## config.mk

```make
export PLATFORM = sky130hd
export DESIGN_NAME = seq_adder
export DESIGN_NICKNAME = d
export VERILOG_FILES = /design/src/rtl/seq_adder_pkg.sv /design/src/rtl/seq_adder_chunk_adder.sv /design/src/rtl/seq_adder.sv
export SDC_FILE = /design/constraint.sdc
export NUM_CORES = 1
export LEC_CHECK = 0
export ABC_AREA = 1
export CORE_ASPECT_RATIO = 0.9
export CORE_MARGIN = 2
export CORE_UTILIZATION = 31
export CTS_CLUSTER_SIZE = 14
export DETAILED_ROUTE_END_ITERATION = 10
export GPL_ROUTABILITY_DRIVEN = 0
export GPL_TIMING_DRIVEN = 0
export MAX_ROUTING_LAYER = met4
export SKIP_LAST_GASP = 1
export SLEW_MARGIN = 10
export SYNTH_ARGS = -nofsm -noshare
export SYNTH_HDL_FRONTEND = slang
export SYNTH_HIERARCHICAL = 1
export SYNTH_SLANG_ARGS = --single-unit
```

## constraint.sdc

```tcl
create_clock -name clk_i -period 1.52 [get_ports clk_i]
set_input_delay 0.38 -clock clk_i [delete_from_list [all_inputs] [get_ports clk_i]]
set_output_delay 0.38 -clock clk_i [all_outputs]
set_load 0.01 [all_outputs]
```

## src/rtl/seq_adder_pkg.sv

```systemverilog
// Shared types and elaboration helpers for the chunked sequential adder.
package seq_adder_pkg;

  typedef enum logic {
    IDLE = 1'b0,
    RUN  = 1'b1
  } state_t;

  // Bits needed to count n steps; never less than 1 so a counter always exists.
  function automatic int clog2_min1(input int n);
    int r;
    r = 0;
    while ((1 << r) < n) r++;
    return (r < 1) ? 1 : r;
  endfunction

endpackage

```

## src/rtl/seq_adder_chunk_adder.sv

```systemverilog
// One CHUNK-wide slice of the ripple adder, with the carry into its MSB exposed.
module chunk_adder #(
  parameter int CHUNK = 4
) (
  input  logic [CHUNK-1:0] a,
  input  logic [CHUNK-1:0] b,
  input  logic             ci,
  output logic [CHUNK-1:0] s,
  output logic             co,
  output logic             cmsb
);

  logic [CHUNK:0] sum;

  assign sum  = {1'b0, a} + {1'b0, b} + {{CHUNK{1'b0}}, ci};
  assign s    = sum[CHUNK-1:0];
  assign co   = sum[CHUNK];
  // Sum bit = a ^ b ^ carry-in, so the MSB carry-in falls out of the sum.
  assign cmsb = a[CHUNK-1] ^ b[CHUNK-1] ^ sum[CHUNK-1];

endmodule

```

## src/rtl/seq_adder.sv

```systemverilog
// Multi-cycle adder/subtractor: CHUNK bits per clock, LS chunk first, registered ripple carry.
// Handshake: start_i is taken only while busy_o is low; done_o pulses for one cycle once result_o/carry_o/overflow_o are valid.
module seq_adder #(
  parameter int WIDTH = 16,
  parameter int CHUNK = 4
) (
  input  logic             clk_i,
  input  logic             rst_i,
  input  logic             start_i,
  input  logic             sub_i,
  input  logic [WIDTH-1:0] a_i,
  input  logic [WIDTH-1:0] b_i,
  output logic             busy_o,
  output logic             done_o,
  output logic [WIDTH-1:0] result_o,
  output logic             carry_o,
  output logic             overflow_o,
  output logic             state_o
);
  import seq_adder_pkg::*;

  localparam int N  = WIDTH / CHUNK;
  localparam int CW = clog2_min1(N);
  localparam logic [CW-1:0] LAST = CW'(N - 1);

  if (CHUNK < 1 || (WIDTH % CHUNK) != 0) begin : g_bad_chunk
    $error("seq_adder: WIDTH must be a positive multiple of CHUNK");
  end

  state_t          state, state_nxt;
  logic [CW-1:0]   cnt;
  logic [WIDTH-1:0] a_sh, b_sh;
  logic            carry_r;
  logic            capture, last;
  logic [CHUNK-1:0] s;
  logic            co, cmsb;

  chunk_adder #(.CHUNK(CHUNK)) u_chunk (
    .a    (a_sh[CHUNK-1:0]),
    .b    (b_sh[CHUNK-1:0]),
    .ci   (carry_r),
    .s    (s),
    .co   (co),
    .cmsb (cmsb)
  );

  always_ff @(posedge clk_i) begin
    if (!rst_i) state <= IDLE;
    else        state <= state_nxt;
  end

  always_comb begin
    state_nxt = state;
    capture   = 1'b0;
    last      = 1'b0;
    case (state)
      IDLE: begin
        if (start_i) begin
          capture   = 1'b1;
          state_nxt = RUN;
        end
      end
      RUN: begin
        last = (cnt == LAST);
        if (last) state_nxt = IDLE;
      end
      default: state_nxt = IDLE;
    endcase
  end

  always_ff @(posedge clk_i) begin
    if (!rst_i) begin
      cnt        <= '0;
      a_sh       <= '0;
      b_sh       <= '0;
      carry_r    <= 1'b0;
      result_o   <= '0;
      carry_o    <= 1'b0;
      overflow_o <= 1'b0;
      done_o     <= 1'b0;
    end else begin
      done_o <= last;
      if (capture) begin
        // B is inverted once at capture; the +1 of subtraction enters as the initial carry.
        a_sh       <= a_i;
        b_sh       <= b_i ^ {WIDTH{sub_i}};
        carry_r    <= sub_i;
        cnt        <= '0;
        result_o   <= '0;
        carry_o    <= 1'b0;
        overflow_o <= 1'b0;
      end else if (state == RUN) begin
        a_sh    <= a_sh >> CHUNK;
        b_sh    <= b_sh >> CHUNK;
        carry_r <= co;
        cnt     <= last ? '0 : cnt + CW'(1);
        for (int k = 0; k < N; k++) begin
          if (cnt == CW'(k)) result_o[k*CHUNK +: CHUNK] <= s;
        end
        if (last) begin
          carry_o    <= co;
          overflow_o <= co ^ cmsb;
        end
      end
    end
  end

  assign busy_o  = (state == RUN);
  assign state_o = state;

endmodule
```

==> results.toml <==
[die]
pin_count = 57
die_area_um2 = 9945
initial_core_util_pct = 31.55
die_h_um = 94.81
placementRows = 33
die_w_um = 104.9
coreArea_um2 = 9001

[synth]
synth_edf_count = 0
syn_avg_cell_area_um2 = 7.065
dominantRegCellSynth = "dfxtp_1"
synth_nets = 447
netlist-cell-type-count = 26
yosysWarningCount = 6
ys_ff_latch = 55
synth_area_um2 = 2840
yosysSeqAreaShare_pct = 38.77
async_reset_ff_share_pct = 0
synthCells = 402

[drt]
drcViolationCount = 0
drt_iter0_markers = 72
vias_per_cell = 4.384
vias = 2569
wirelength_mm = 6.440
ant_nets = 0
dr.pass1.iters = 4
wl_per_cell_um = 10.99

[worst_setup_path]
crit_path_start_kind = "register"
crit_top_cell = "fa_2"
critPathMaxFanout = 4
slowest_delay_ns = 0.45
arrival_ns = 1.83
cp-end-kind = "register"
critPathKind = "register to register"
worst_path_max_delay_cell = "fa_2"
worst_ep_required_time_ns = 1.77
path_cells = "fa_2, inv_2, fa_2, inv_4, nand2_2, a21oi_2"

[timing]
final_max_slew_viol_count = 0
rsz0062_at_grt = "true"
fin_skew_ns = 0.01051
fin_crit_sh_pct = 104.1
finalWorstSetupSlack_ns = -0.06246
final-hold-violation-count = 0
fmax_mhz = 631.9
tightest_slew_ns = 0.5070
relSlewSlack_pct = 66.20
hold_slack_ns = 0.4524
setup_viol = 8
min_period_ns = 1.582
setup_tns_ns = -0.2698

[placed_design]
pre_cts_ws_ns = -0.2490
portBuffers = 54
hpwlAfterDp_mm = 4.951

[status]
status = "finished with violations"
violations = "setup timing"

[job]
maxCapViolCount = 0

[grt]
grt_max_degree = 18
grt_pass1_vias = 2462
grt_antenna_before_repair = 0
grt_pass1_wl_mm = 11.08
grtUsageTotal_pct = 14.02
overflow = 0

[pwr]
p_leak_nw = 1.827
ir_drop_mv = 0.3869
p_per_area_nw_per_um2 = 848.1

[clock_tree]
clk_pin_slew_ns = 0.11
cts-htree-levels = 2
cts_tree = "yes"
cts_root_buf = "clkbuf_8"
cts_hold_buffers = 0
cts_sinks = 55
post_cts_buffers = 0
clock_path_buffers = 2
cts_buffers = 5
clkLatencyLatePin_ns = 0.31

[layout]
nets = 508
syn2layout_area_growth_pct = 30.18
fillers = 1009
num_antenna_cells = 0
drive_gt1_share_pct = 14.44

[hold_path]
hold_path.class = "primary input to register"
## cells in the final DEF (no fill, tap or decap), types with 3 or more instances in the layout
master | Yosys | layout
buf_4 | 6 | 6
clkbuf_8 | 0 | 6
nand2_4 | 3 | 3
inv_4 | 2 | 3
inv_2 | 5 | 6
nand3_1 | 32 | 32
a21oi_2 | 10 | 11
dfxtp_1 | 55 | 51
dlygate4sd2_1 | 0 | 21
clkdlybuf4s50_1 | 0 | 33
nand2_1 | 158 | 154
nor2_1 | 3 | 3
a21oi_1 | 42 | 41
inv_1 | 51 | 49
dfxtp_2 | 0 | 4
buf_6 | 8 | 8
nand2_2 | 1 | 5
clkbuf_1 | 3 | 3
ha_1 | 7 | 6
## final timing paths
check                                                from                         to  slack [ns]  depth (start not counted)
worst max-delay path                 b_sh[0]$_SDFFE_PN0P_   result_o[5]$_SDFFE_PP0P_       -0.06                          6
worst min-delay path                              start_i       a_sh[2]$_SDFFE_PN0P_        0.45                          5
worst max register to register       b_sh[0]$_SDFFE_PN0P_   result_o[5]$_SDFFE_PP0P_       -0.06                          6
worst min register to register  result_o[15]$_SDFFE_PP0P_  result_o[15]$_SDFFE_PP0P_        0.47                          2
## state kept, by name, indices dropped and copies added, names as in the netlist
| name | count |
|---|---|
| carry_r | 1 |
| cnt | 2 |
| b_sh | 16 |
| done_o | 1 |
| result_o | 16 |
| overflow_o | 1 |
| busy_o | 1 |
| carry_o | 1 |
| a_sh | 16 |
## layer usage
metal | GRT usage, % | routed length, um | vias to the layer above
met5 | - | 0 | -
met3 | 2.484 | 256 | 5
met4 | 2.667 | 27 | 0
met1 | 18.11 | 3212 | 1155
met2 | 23.32 | 2942 | 49
li1 | - | - | 1360
## critical path: cells and delay by family (launching register included)
family	cells	cell delay (ns)
and+or+nand+nor	1	0.05
buffers and inverters	2	0.16
adders and majority gates	2	0.85
DFF	1	0.35
AOI/OAI and AO/OA	1	0.12
## what timing repair did
action	CTS	global route
cloned	0	0
pin swaps	7	2
endpoints found under the setup margin	32	15
resized for setup	31	8
## cells by family (layout without fill, tap and decap cells)
family	count (synthesis)	in the layout	share of synthesized area (%)
adders and majority gates	9	9	4.493
xor gates and xnor gates	2	2	0.6169
DFF	55	55	38.77
and+or+nand+nor	204	204	31.23
AOI/OAI and AO/OA	54	54	10.84
buffers and inverters	78	140	14.05
## synth_stat cells (3+ instances only)
library cell,instances,area [um2]
buf_4,6,45.04
nand3_1,32,160.2
inv_1,51,191.4
buf_6,8,90.09
a21oi_2,10,87.58
nand2_4,3,33.78
nor2_1,3,11.26
dfxtp_1,55,1101
a21oi_1,42,210.2
clkbuf_1,3,11.26
ha_1,7,87.58
inv_2,5,18.77
nand2_1,158,593.1
## layout make-up
cell class | instances | area [um2] | share of cell area (%)
Sequential cell | 55 | 1106 | 29.92
Inverter | 58 | 225.2 | 6.091
Tap cell | 122 | 152.6 | 4.129
Buffer | 20 | 176.4 | 4.772
Multi-Input combinational cell | 269 | 1401 | 37.90
Timing Repair Buffer | 54 | 514.2 | 13.91
Clock inverter | 2 | 38.79 | 1.049
Clock buffer | 6 | 82.58 | 2.234
## where the power goes
| part | switching (mW) | internal [mW] | total (mW) |
|---|---|---|---|
| Sequential | 0.0382 | 1.50 | 1.54 |
| Clock | 0.499 | 0.543 | 1.04 |
| Combinational | 0.297 | 0.257 | 0.554 |
| Total | 0.834 | 2.30 | 3.14 |
## stage by stage
step	std cells	utilization (%)	power, mW	area, um2
4_1_cts	586	40.77	3.153	3670
2_1_floorplan	402	-	1.908	2844
5_1_grt	586	41.08	3.306	3697
6_report	586	41.08	3.136	3697
3_3_place_gp	578	39.30	2.099	3537
3_5_place_dp	578	39.30	2.109	3537
Power figures use the tool's default switching activity.
